==> config.mk <==
export PLATFORM = sky130hd
export DESIGN_NAME = control_alu_mdu_flat
export DESIGN_NICKNAME = d
export VERILOG_FILES = /design/src/rtl/control_alu_mdu_pkg.sv /design/src/rtl/control_alu_mdu_if.sv /design/src/rtl/control_alu_mdu_mdu_core.sv /design/src/rtl/control_alu_mdu.sv /design/src/flat_wrapper.sv
export SDC_FILE = /design/constraint.sdc
export NUM_CORES = 1
export LEC_CHECK = 0
export BUFFER_PORTS_ARGS = -buffer_cell sky130_fd_sc_hd__clkbuf_2
export CELL_PAD_IN_SITES_DETAIL_PLACEMENT = 1
export CELL_PAD_IN_SITES_GLOBAL_PLACEMENT = 1
export CORE_MARGIN = 2
export CORE_UTILIZATION = 46
export CTS_CLUSTER_SIZE = 12
export DETAILED_ROUTE_END_ITERATION = 7
export PLACE_DENSITY_LB_ADDON = 0.1
export REMOVE_ABC_BUFFERS = 1
export SYNTH_ARGS = -nofsm -noshare
export SYNTH_HDL_FRONTEND = slang
export SYNTH_HIERARCHICAL = 1
export SYNTH_SLANG_ARGS = --single-unit
==> constraint.sdc <==
create_clock -name i_clk -period 5.9 [get_ports i_clk]
set_clock_uncertainty 0.1 [all_clocks]
set_input_delay 1.18 -clock i_clk [delete_from_list [all_inputs] [get_ports i_clk]]
set_output_delay 1.18 -clock i_clk [all_outputs]
set_load 0.02 [all_outputs]
==> src/rtl/control_alu_mdu_pkg.sv <==
// Shared codes for the execute-stage ALU control decoder and the RV32M sequencer.
package control_alu_mdu_pkg;

    localparam logic [2:0] ALU_OP_LS     = 3'b000;
    localparam logic [2:0] ALU_OP_BRANCH = 3'b001;
    localparam logic [2:0] ALU_OP_R      = 3'b010;
    localparam logic [2:0] ALU_OP_I      = 3'b011;
    localparam logic [2:0] ALU_OP_LUI    = 3'b100;

    localparam logic [2:0] ALU_CTL_ADD   = 3'b000;
    localparam logic [2:0] ALU_CTL_SUB   = 3'b001;
    localparam logic [2:0] ALU_CTL_AND   = 3'b010;
    localparam logic [2:0] ALU_CTL_OR    = 3'b011;
    localparam logic [2:0] ALU_CTL_XOR   = 3'b100;
    localparam logic [2:0] ALU_CTL_SLT   = 3'b101;
    localparam logic [2:0] ALU_CTL_SLTU  = 3'b110;
    localparam logic [2:0] ALU_CTL_SHIFT = 3'b111;

    localparam logic [1:0] ALU_SHIFT_NONE = 2'b00;
    localparam logic [1:0] ALU_SHIFT_SLL  = 2'b01;
    localparam logic [1:0] ALU_SHIFT_SRL  = 2'b10;
    localparam logic [1:0] ALU_SHIFT_SRA  = 2'b11;

    localparam logic [2:0] F3_ADD_SUB = 3'b000;
    localparam logic [2:0] F3_SLL     = 3'b001;
    localparam logic [2:0] F3_SLT     = 3'b010;
    localparam logic [2:0] F3_SLTU    = 3'b011;
    localparam logic [2:0] F3_XOR     = 3'b100;
    localparam logic [2:0] F3_SRL_SRA = 3'b101;
    localparam logic [2:0] F3_OR      = 3'b110;
    localparam logic [2:0] F3_AND     = 3'b111;

    localparam logic [2:0] F3_BLT  = 3'b100;
    localparam logic [2:0] F3_BGE  = 3'b101;
    localparam logic [2:0] F3_BLTU = 3'b110;
    localparam logic [2:0] F3_BGEU = 3'b111;

    localparam logic [2:0] MUL_F3    = 3'b000;
    localparam logic [2:0] MULH_F3   = 3'b001;
    localparam logic [2:0] MULHSU_F3 = 3'b010;
    localparam logic [2:0] MULHU_F3  = 3'b011;
    localparam logic [2:0] DIV_F3    = 3'b100;
    localparam logic [2:0] DIVU_F3   = 3'b101;
    localparam logic [2:0] REM_F3    = 3'b110;
    localparam logic [2:0] REMU_F3   = 3'b111;

    typedef enum logic [1:0] {
        MDU_IDLE = 2'b00,
        MDU_MUL  = 2'b01,
        MDU_DIV  = 2'b10,
        MDU_DONE = 2'b11
    } mdu_state_e;

endpackage

==> src/rtl/control_alu_mdu_if.sv <==
// Execute-stage control bus: decode inputs, operands, and the ALU/MDU control outputs.
interface control_alu_mdu_if #(parameter int XLEN = 32);

    logic [2:0]      i_alu_op;
    logic [2:0]      i_f3;
    logic            i_f7_b6;
    logic            i_f7_b0;
    logic            i_valid;
    logic            i_flush;
    logic [XLEN-1:0] i_rs1;
    logic [XLEN-1:0] i_rs2;
    logic [2:0]      o_alu_ctl;
    logic [1:0]      o_alu_shift;
    logic            o_is_mdu;
    logic            o_stall;
    logic            o_mdu_done;
    logic [XLEN-1:0] o_mdu_result;

    modport master (
        output i_alu_op, i_f3, i_f7_b6, i_f7_b0, i_valid, i_flush, i_rs1, i_rs2,
        input  o_alu_ctl, o_alu_shift, o_is_mdu, o_stall, o_mdu_done, o_mdu_result
    );

    modport slave (
        input  i_alu_op, i_f3, i_f7_b6, i_f7_b0, i_valid, i_flush, i_rs1, i_rs2,
        output o_alu_ctl, o_alu_shift, o_is_mdu, o_stall, o_mdu_done, o_mdu_result
    );

endinterface

==> src/rtl/control_alu_mdu_mdu_core.sv <==
// Iterative RV32M sequencer: shift-add multiplier, restoring divider, shared accumulator.
// MDU_FAST_MUL_EN replaces the shift-add loop with a single-cycle multiply.
module mdu_core
    import control_alu_mdu_pkg::*;
#(
    parameter int XLEN = 32
) (
    input  logic            clk,
    input  logic            rst_n,
    input  logic            start,
    input  logic            flush,
    input  logic [2:0]      f3,
    input  logic [XLEN-1:0] rs1,
    input  logic [XLEN-1:0] rs2,
    output logic            stall,
    output logic            done,
    output logic [XLEN-1:0] result
);

    localparam int CNT_W = $clog2(XLEN) + 1;
    localparam logic [CNT_W-1:0] LAST = CNT_W'(XLEN - 1);
    localparam logic [XLEN-1:0]  INT_MIN = {1'b1, {(XLEN-1){1'b0}}};

    function automatic logic [2*XLEN-1:0] neg_wide(input logic [2*XLEN-1:0] v, input logic neg);
        return neg ? -v : v;
    endfunction

    function automatic logic [XLEN-1:0] neg_narrow(input logic [XLEN-1:0] v, input logic neg);
        return neg ? -v : v;
    endfunction

    mdu_state_e        state_q, state_d;
    logic [2*XLEN-1:0] acc_q, acc_d;
    logic [XLEN-1:0]   opb_q, opb_d;
    logic [CNT_W-1:0]  cnt_q, cnt_d;
    logic [2:0]        f3_q, f3_d;
    logic              neg_q, neg_d;
    logic              rneg_q, rneg_d;

    logic signed [XLEN-1:0] rs1_s, rs2_s;
    logic                   a_signed, b_signed, sa, sb, div_zero, div_ovf;
    logic [XLEN-1:0]        mag_a, mag_b;
    logic [XLEN:0]          mul_sum, div_shift, div_diff;
    logic [2*XLEN-1:0]      mul_step, div_step, prod_fix;
    logic [XLEN-1:0]        quo_fix, rem_fix;

    assign rs1_s = rs1;
    assign rs2_s = rs2;

    // Operand classification at issue; special divides bypass the loop entirely.
    assign a_signed = (f3 == MULH_F3) || (f3 == MULHSU_F3) || (f3 == DIV_F3) || (f3 == REM_F3);
    assign b_signed = (f3 == MULH_F3) || (f3 == DIV_F3) || (f3 == REM_F3);
    assign sa       = a_signed && (rs1_s < 0);
    assign sb       = b_signed && (rs2_s < 0);
    assign mag_a    = neg_narrow(rs1, sa);
    assign mag_b    = neg_narrow(rs2, sb);
    assign div_zero = f3[2] && (rs2 == '0);
    assign div_ovf  = f3[2] && !f3[0] && (rs1 == INT_MIN) && (&rs2);

    // Multiply keeps the multiplier in the low half and shifts the partial sum in from the top.
    assign mul_sum  = {1'b0, acc_q[2*XLEN-1:XLEN]} + (acc_q[0] ? {1'b0, opb_q} : '0);
    assign mul_step = {mul_sum, acc_q[XLEN-1:1]};

    // Divide keeps {remainder, quotient}; quotient bits shift in at the bottom.
    assign div_shift = acc_q[2*XLEN-1:XLEN-1];
    assign div_diff  = div_shift - {1'b0, opb_q};
    assign div_step  = div_diff[XLEN] ? {div_shift[XLEN-1:0], acc_q[XLEN-2:0], 1'b0}
                                      : {div_diff[XLEN-1:0],  acc_q[XLEN-2:0], 1'b1};

    assign prod_fix = neg_wide(acc_q, neg_q);
    assign quo_fix  = neg_narrow(acc_q[XLEN-1:0], neg_q);
    assign rem_fix  = neg_narrow(acc_q[2*XLEN-1:XLEN], rneg_q);

    always_comb begin
        state_d = state_q;
        acc_d   = acc_q;
        opb_d   = opb_q;
        cnt_d   = cnt_q;
        f3_d    = f3_q;
        neg_d   = neg_q;
        rneg_d  = rneg_q;
        stall   = 1'b0;
        done    = 1'b0;
        result  = '0;
        case (state_q)
            MDU_IDLE: begin
                if (start) begin
                    stall  = 1'b1;
                    f3_d   = f3;
                    cnt_d  = '0;
                    neg_d  = sa ^ sb;
                    rneg_d = sa;
                    if (div_zero) begin
                        acc_d   = {rs1, {XLEN{1'b1}}};
                        neg_d   = 1'b0;
                        rneg_d  = 1'b0;
                        state_d = MDU_DONE;
                    end else if (div_ovf) begin
                        acc_d   = {{XLEN{1'b0}}, rs1};
                        neg_d   = 1'b0;
                        rneg_d  = 1'b0;
                        state_d = MDU_DONE;
                    end else if (f3[2]) begin
                        acc_d   = {{XLEN{1'b0}}, mag_a};
                        opb_d   = mag_b;
                        state_d = MDU_DIV;
                    end else begin
                        acc_d   = {{XLEN{1'b0}}, mag_b};
                        opb_d   = mag_a;
                        state_d = MDU_MUL;
                    end
                end
            end
            MDU_MUL: begin
                stall = 1'b1;
                if (flush) begin
                    state_d = MDU_IDLE;
                end else begin
`ifdef MDU_FAST_MUL_EN
                    acc_d   = {{XLEN{1'b0}}, opb_q} * {{XLEN{1'b0}}, acc_q[XLEN-1:0]};
                    state_d = MDU_DONE;
`else
                    acc_d = mul_step;
                    cnt_d = cnt_q + 1'b1;
                    if (cnt_q == LAST) state_d = MDU_DONE;
`endif
                end
            end
            MDU_DIV: begin
                stall = 1'b1;
                if (flush) begin
                    state_d = MDU_IDLE;
                end else begin
                    acc_d = div_step;
                    cnt_d = cnt_q + 1'b1;
                    if (cnt_q == LAST) state_d = MDU_DONE;
                end
            end
            MDU_DONE: begin
                // The pipeline advances this cycle, so never re-arm from DONE.
                state_d = MDU_IDLE;
                if (!flush) begin
                    done = 1'b1;
                    if (f3_q[2])              result = f3_q[1] ? rem_fix : quo_fix;
                    else if (f3_q == MUL_F3)  result = prod_fix[XLEN-1:0];
                    else                      result = prod_fix[2*XLEN-1:XLEN];
                end
            end
            default: state_d = MDU_IDLE;
        endcase
    end

    always_ff @(posedge clk or negedge rst_n) begin
        if (!rst_n) begin
            state_q <= MDU_IDLE;
            acc_q   <= '0;
            opb_q   <= '0;
            cnt_q   <= '0;
            f3_q    <= '0;
            neg_q   <= 1'b0;
            rneg_q  <= 1'b0;
        end else begin
            state_q <= state_d;
            acc_q   <= acc_d;
            opb_q   <= opb_d;
            cnt_q   <= cnt_d;
            f3_q    <= f3_d;
            neg_q   <= neg_d;
            rneg_q  <= rneg_d;
        end
    end

endmodule

==> src/rtl/control_alu_mdu.sv <==
// Execute-stage ALU control decode with RV32M dispatch to the iterative mdu_core.
// Optional build macro: MDU_FAST_MUL_EN (single-cycle multiply inside mdu_core).
module control_alu_mdu
    import control_alu_mdu_pkg::*;
#(
    parameter int XLEN = 32
) (
    input  logic             i_clk,
    input  logic             i_rst_n,
    control_alu_mdu_if.slave bus
);

    logic is_mdu;
    logic start;

    assign is_mdu = (bus.i_alu_op == ALU_OP_R) && bus.i_f7_b0;
    assign start  = bus.i_valid && is_mdu && !bus.i_flush;

    always_comb begin
        bus.o_alu_ctl   = ALU_CTL_ADD;
        bus.o_alu_shift = ALU_SHIFT_NONE;
        if (!is_mdu) begin
            case (bus.i_alu_op)
                ALU_OP_BRANCH: begin
                    case (bus.i_f3)
                        F3_BLT, F3_BGE:   bus.o_alu_ctl = ALU_CTL_SLT;
                        F3_BLTU, F3_BGEU: bus.o_alu_ctl = ALU_CTL_SLTU;
                        default:          bus.o_alu_ctl = ALU_CTL_SUB;
                    endcase
                end
                ALU_OP_R, ALU_OP_I: begin
                    case (bus.i_f3)
                        F3_ADD_SUB: bus.o_alu_ctl = ((bus.i_alu_op == ALU_OP_R) && bus.i_f7_b6)
                                                    ? ALU_CTL_SUB : ALU_CTL_ADD;
                        F3_SLL: begin
                            bus.o_alu_ctl   = ALU_CTL_SHIFT;
                            bus.o_alu_shift = ALU_SHIFT_SLL;
                        end
                        F3_SLT:  bus.o_alu_ctl = ALU_CTL_SLT;
                        F3_SLTU: bus.o_alu_ctl = ALU_CTL_SLTU;
                        F3_XOR:  bus.o_alu_ctl = ALU_CTL_XOR;
                        F3_SRL_SRA: begin
                            bus.o_alu_ctl   = ALU_CTL_SHIFT;
                            bus.o_alu_shift = bus.i_f7_b6 ? ALU_SHIFT_SRA : ALU_SHIFT_SRL;
                        end
                        F3_OR:   bus.o_alu_ctl = ALU_CTL_OR;
                        default: bus.o_alu_ctl = ALU_CTL_AND;
                    endcase
                end
                default: bus.o_alu_ctl = ALU_CTL_ADD;
            endcase
        end
    end

    assign bus.o_is_mdu = is_mdu;

    mdu_core #(.XLEN(XLEN)) u_mdu_core (
        .clk    (i_clk),
        .rst_n  (i_rst_n),
        .start  (start),
        .flush  (bus.i_flush),
        .f3     (bus.i_f3),
        .rs1    (bus.i_rs1),
        .rs2    (bus.i_rs2),
        .stall  (bus.o_stall),
        .done   (bus.o_mdu_done),
        .result (bus.o_mdu_result)
    );

endmodule

==> src/flat_wrapper.sv <==
// flat-port wrapper written by rule: the top's interface ports become plain ports
module control_alu_mdu_flat import control_alu_mdu_pkg::*;
#(
    parameter int XLEN = 32
)
  (i_clk, i_rst_n, bus_i_alu_op, bus_i_f3, bus_i_f7_b6, bus_i_f7_b0, bus_i_valid, bus_i_flush, bus_i_rs1, bus_i_rs2, bus_o_alu_ctl, bus_o_alu_shift, bus_o_is_mdu, bus_o_stall, bus_o_mdu_done, bus_o_mdu_result);
  control_alu_mdu_if #(.XLEN(XLEN)) bus_i ();
  input  logic i_clk;
  input  logic i_rst_n;
  input wire logic [$bits(bus_i.i_alu_op)-1:0] bus_i_alu_op;
  input wire logic [$bits(bus_i.i_f3)-1:0] bus_i_f3;
  input wire logic [$bits(bus_i.i_f7_b6)-1:0] bus_i_f7_b6;
  input wire logic [$bits(bus_i.i_f7_b0)-1:0] bus_i_f7_b0;
  input wire logic [$bits(bus_i.i_valid)-1:0] bus_i_valid;
  input wire logic [$bits(bus_i.i_flush)-1:0] bus_i_flush;
  input wire logic [$bits(bus_i.i_rs1)-1:0] bus_i_rs1;
  input wire logic [$bits(bus_i.i_rs2)-1:0] bus_i_rs2;
  output wire logic [$bits(bus_i.o_alu_ctl)-1:0] bus_o_alu_ctl;
  output wire logic [$bits(bus_i.o_alu_shift)-1:0] bus_o_alu_shift;
  output wire logic [$bits(bus_i.o_is_mdu)-1:0] bus_o_is_mdu;
  output wire logic [$bits(bus_i.o_stall)-1:0] bus_o_stall;
  output wire logic [$bits(bus_i.o_mdu_done)-1:0] bus_o_mdu_done;
  output wire logic [$bits(bus_i.o_mdu_result)-1:0] bus_o_mdu_result;
  assign bus_i.i_alu_op = bus_i_alu_op;
  assign bus_i.i_f3 = bus_i_f3;
  assign bus_i.i_f7_b6 = bus_i_f7_b6;
  assign bus_i.i_f7_b0 = bus_i_f7_b0;
  assign bus_i.i_valid = bus_i_valid;
  assign bus_i.i_flush = bus_i_flush;
  assign bus_i.i_rs1 = bus_i_rs1;
  assign bus_i.i_rs2 = bus_i_rs2;
  assign bus_o_alu_ctl = bus_i.o_alu_ctl;
  assign bus_o_alu_shift = bus_i.o_alu_shift;
  assign bus_o_is_mdu = bus_i.o_is_mdu;
  assign bus_o_stall = bus_i.o_stall;
  assign bus_o_mdu_done = bus_i.o_mdu_done;
  assign bus_o_mdu_result = bus_i.o_mdu_result;
  control_alu_mdu #(.XLEN(XLEN)) u_core (.i_clk(i_clk), .i_rst_n(i_rst_n), .bus(bus_i));
endmodule
# After elaboration in Yosys (flattened, before gate mapping)
# Index checks and enable logic that the tools add are counted.
totals:
  input_bits: 76
  reg_bits: 109
  elab_cells: 121
  output_inout_bits: 40
op_classes:
  muxes: 47
  bitwise: 3
  n_eq_ne: 20
  n_addsub: 8
  magnitude_cmp: 2
  reduce_logical: 34
ops:
  columns: ["cell", "n"]
  rows:
  - ["$mux W32", 13]
  - ["$mux W64", 6]
  - ["$pmux W64 S3", 1]
  - ["$neg A32 Y32", 4]
  - ["$lt A32 B1 Y1 const B", 2]
  - ["$neg A64 Y64", 1]
  - ["$add A32 B32 Y33", 1]
  - ["$sub A33 B32 Y33", 1]
  - ["$eq A32 B32 Y1 const B", 1]
  - ["$logic_not A32 Y1", 1]
  - ["$reduce_and A32 Y1", 1]
  - ["$pmux W3 S6", 1]
  - ["$mux W2", 8]
  - ["$eq A3 B2 Y1 const B", 4]
  - ["$eq A3 B3 Y1 const B", 4]
  - ["$mux W6", 2]
  - ["$pmux W3 S2", 2]
  - ["$pmux W6 S2", 1]
  - ["$logic_and A1 B1 Y1", 10]
  - ["$reduce_or A2 Y1", 5]
  - ["$mux W1", 9]
  - ["$reduce_and A4 Y1", 2]
  - ["$add A6 B1 Y6 const B", 1]
  - ["$eq A3 B1 Y1 const B", 2]
  - ["20 further kinds", 31]

# Depth between registers and ports, before layout
depth:
  ltp_word: 11
  depth_mapped: 15

# Cells and area by module
# Netlist, hierarchy kept.
by_module_without_submodules:
  columns: ["module", "seq_area_each_um2", "cells_each", "area_each_um2", "instances"]
  rows:
  - ["mdu_core", 2727.6, 1946, 14002.2, 1]
  - ["control_alu_mdu", 0.0, 24, 146.4, 1]

# Worst setup path before layout
# Ideal clock, no wire load.
synth_timing:
  kind: "register -> output"
  from: "register u_core.u_mdu_core.acc_q[34]"
  to: "output port bus_o_mdu_result[27]"
  n_path_buf: 1
  t_arrival_ns: 3.596
  path_slack_ns: 1.024
  stages_incl_launch_ff: 12
  cell_sequence: "dfrtp_1 -> buf_6 -> or3_4 -> or3_4 -> or3_4 -> or3_4 -> or3_4 -> or4_4 -> o21ai_2 -> xor2_1 -> a221o_2 -> a21oi_1"
synth_between:
  elab_chain_len: 6
  elab_cells_between_ends: 9
  cone_classes: "add/sub (2); mux (7)"
synth_lines:
  columns: ["item", "line", "text"]
  rows:
  - ["start: declaration", "control_alu_mdu_mdu_core.sv:33", "logic [2*XLEN-1:0] acc_q, acc_d;"]
  - ["start signal: assignment", "control_alu_mdu_mdu_core.sv:156", "acc_q <= '0;"]
  - ["start signal: assignment", "control_alu_mdu_mdu_core.sv:164", "acc_q <= acc_d;"]
  - ["$neg A64 Y64 / $neg A32 Y32 (equally long branches)", "control_alu_mdu_mdu_core.sv:25, control_alu_mdu_mdu_core.sv:29", null]
  - ["$mux W64 / $mux W32 (equally long branches)", "control_alu_mdu_mdu_core.sv:25, control_alu_mdu_mdu_core.sv:29", null]
  - ["$mux W32, on equally long branches", "control_alu_mdu_mdu_core.sv:145, control_alu_mdu_mdu_core.sv:144", null]
  - ["$mux W32 *", "control_alu_mdu_mdu_core.sv:144", "if (f3_q[2]) result = f3_q[1] ? rem_fix : quo_fix;"]
  - ["$mux W32 *", "control_alu_mdu_mdu_core.sv:142", "if (!flush) begin"]
  - ["$mux W32 *", "control_alu_mdu_mdu_core.sv:85", "case (state_q)"]
  - ["end: declaration", "flat_wrapper.sv:23", "output wire logic [$bits(bus_i.o_mdu_result)-1:0] bus_o_mdu_result;"]
# Every way passes the cells marked *; elsewhere a longest branch is shown, timed or not.

# Worst setup path after layout
layout_timing:
  from: "register u_core.u_mdu_core.acc_q[33]"
  to: "output port bus_o_mdu_result[28]"
# The elaborated chain is that of the path after synthesis.

==> run metrics <==
status complete, no violations; Hold Crit Start u_core/u_mdu_core/opb_q[28]; site row count 64; initial antenna violation count 2; synthesis-to-layout area growth 8.198%; post-synth cell types 81; DR iter-0 viols 1610; post-route minimum period 5.671 ns; Mapped Area 14150 µm²; Final setup viols 0; P_leak 6.457 nW; CP Class flip-flop to output pin; Placer Congestion 0.9740; Synth Register Bits 109; I/O pin total 116; Tightest Pin Transition 0.9354 ns; Max Freq 176.3 MHz; period utilisation layout 0.9613; average routed wire per standard cell 24.46 µm; Hold/Removal Path Class flip-flop to flip-flop; post-CTS setup buffer count 0; final hold violation count 0; clock-pin slew on the worst setup and hold paths 0.08 ns; CTS sink cnt 109; clock insertion delay at the later pin of the skew report 0.38 ns; PwrDens 580.3 nW/µm²; Final Max Slew Viols 0; CP max FO 7; Total Negative Setup Slacks 0 ns; internal power 3.758 mW; GR Util All Layers 0.3614; clk buf depth 2; Crit path required time 4.62 ns; EDFF count, synth 0; largest net degree at the start of global routing 63; Core Area 30430 µm²; Layout Nets 2140; relative slew slack 0.3722; RSZ-0062 raised after global routing false; post-synthesis cell count 1970; CP Launch Type flip-flop; post-DP HPWL 45470 µm; root buffer cell clkbuf_16; vias in the first global route 15340; Main synth FF type dfrtp_1; first-pass GRT wire length 89470 µm; drt drc 0; grt ovf 0; Reg2Reg Launch Point u_core/u_mdu_core/acc_q[0]; port bufs 115; Reg power frac 0.191; WHS 0.3859 ns; DR pass1 iterations 5; critical path endpoint category output pin; synth warn 6; Seq/Total Area, Yosys 0.1928; ratio of cells with drive above 1 in the final layout 0.1119; clock network power share 0.081; Avg Cell Area, Syn 7.182 µm²; antenna viol nets, final 0; Critical Path AT 4.39 ns; Die X 179.4 µm; Switching Power 5.125 mW; Peak supply drop 336.1 µV; combinational power share 0.728; async set-reset flop share out of synthesis 1.000; crit path launch u_core/u_mdu_core/acc_q[33]; vias per cell 6.570; die area 32180 µm²; final WL 58460 µm; H-tree depth 3; Max Cap Viol 0; die height 179.4 µm; Initial Util 0.4650; total CTS buffers 9; Net Sw Frac 0.5770; DR vias 15700; TritonCTS clock tree built
-- worst paths after layout --
kind	endpoint	slack [ns]	cells after the start
max	bus_o_mdu_result[28]	0.23	13
max in group asynchronous	u_core/u_mdu_core/neg_q	3.60	2
min reg2reg	u_core/u_mdu_core/opb_q[28]	0.39	2
min in group asynchronous	u_core/u_mdu_core/cnt_q[3]	0.71	1
max reg2reg	u_core/u_mdu_core/acc_q[56]	1.22	13
min	u_core/u_mdu_core/opb_q[28]	0.39	2
-- cell usage after synthesis (9+ instances only) --
library cell / count / area share
buf_2: 10 / 0.0035
buf_1: 12 / 0.0032
o31ai_1: 35 / 0.019
or4_1: 12 / 0.0064
xor2_1: 113 / 0.070
nor3_1: 40 / 0.014
xnor2_1: 88 / 0.054
o221ai_1: 14 / 0.0087
ha_1: 75 / 0.066
nand4_1: 17 / 0.0075
o21ai_0: 182 / 0.064
a22o_1: 18 / 0.011
nand2b_1: 18 / 0.0080
clkbuf_1: 118 / 0.031
nand2_1: 211 / 0.056
or2_2: 9 / 0.0040
a211oi_1: 21 / 0.011
o41ai_1: 10 / 0.0062
nor2_1: 174 / 0.046
a22oi_1: 34 / 0.018
a21o_1: 36 / 0.019
and2_1: 9 / 0.0040
o211ai_1: 17 / 0.0090
or3_1: 27 / 0.012
a221oi_1: 34 / 0.021
a21oi_1: 192 / 0.068
inv_1: 76 / 0.020
nand3_1: 37 / 0.013
nor2b_1: 13 / 0.0057
mux2_2: 22 / 0.018
a31oi_1: 17 / 0.0075
mux2i_1: 27 / 0.019
dfrtp_1: 109 / 0.19
nor4_1: 17 / 0.0075
and3_1: 19 / 0.0084
-- layout by cell type, fill, tap and decap left out, types with 18 or more instances in the layout --
master    netlist  layout
nand2_1       211     211
a21oi_1       192     192
o21ai_0       182     182
nor2_1        174     172
clkbuf_2        1     113
xor2_1        113     113
dfrtp_1       109     108
xnor2_1        88      88
inv_1          76      76
ha_1           75      72
nor3_1         40      40
nand3_1        37      37
a21o_1         36      36
o31ai_1        35      35
buf_4           1      34
a22oi_1        34      34
a221oi_1       34      34
mux2i_1        27      27
or3_1          27      26
mux2_2         22      22
a211oi_1       21      21
and3_1         19      19
nand2b_1       18      18
a22o_1         18      18
-- logic make-up (layout without fill, tap and decap cells) --
family,Yosys count,after routing,synth area share
XOR/XNOR,201,201,0.1244
buffers and inverters,219,241,0.05987
multiplexers,49,49,0.03661
flip-flops,109,109,0.1928
AO/OA/AOI/OAI,678,678,0.3017
adder cells (fa/ha/maj),77,77,0.06915
other,0,2,0
AND/OR/NAND/NOR,637,637,0.2154
-- through the flow --
stage	instance area [µm²]	power [mW]	std cells	utilization	worst slack, ns
CTS	15300	8.732	2388	0.5027	0.05386
global placement	14960	7.752	2372	0.4917	0.6175
global route	15300	9.521	2388	0.5029	0.07425
finish	15310	8.883	2390	0.5031	0.2285
floorplan	13590	5.785	1827	-	0.6847
detailed placement	14960	7.942	2372	0.4917	0.5572
-- cell type report --
cell class	count	area, µm²
clock buffers	9	225.2
fillers	3957	15120
clock inverters	7	111.4
inverters	76	285.3
flip-flops and latches	109	2729
well taps	396	495.5
diodes	2	5.005
multi-input cells	1642	10610
repair buffers	149	845.8
-- worst max-delay path, stage by stage, from the launching register on --
cell	delay [ns]
dfrtp_1	0.48
inv_1	0.17
ha_1	0.27
nor4b_2	0.39
nand4b_1	0.31
or3_1	0.46
or3_1	0.37
or4_1	0.46
or3_1	0.36
o21ai_1	0.16
xnor2_1	0.13
nand2_1	0.07
a21oi_1	0.18
clkbuf_2	0.20
-- routing by layer --
layer | track usage | vias to the layer above | share of wire
li1 | - | 7176 | -
met1 | 0.5065 | 7833 | 0.44
met2 | 0.5784 | 594 | 0.45
met3 | 0.04241 | 99 | 0.074
met4 | 0.1183 | 0 | 0.031
met5 | 0 | - | 0
-- flip-flops by register name, indices dropped and copies added, names as in the netlist --
name / count
u_core/u_mdu_core/neg_q: 1
u_core/u_mdu_core/cnt_q: 6
u_core/u_mdu_core/opb_q: 32
u_core/u_mdu_core/f3_q: 3
u_core/u_mdu_core/rneg_q: 1
u_core/u_mdu_core/acc_q: 64
u_core/u_mdu_core/state_q: 2
-- power by group through the flow --
| stage | clock network [mW] | logic (mW) | registers (mW) |
|---|---|---|---|
| floorplan | 0 | 4.28 | 1.51 |
| global placement | 0 | 6.10 | 1.65 |
| detailed placement | 0 | 6.26 | 1.68 |
| CTS | 0.733 | 6.33 | 1.67 |
| global route | 0.751 | 7.02 | 1.75 |
| finish | 0.722 | 6.46 | 1.70 |
-- what timing repair did --
item	CTS	global route
hold buffers	0	0
gates resized for setup	0	1
setup endpoints to repair	0	1
No activity file was read; power rests on OpenSTA's default activity.
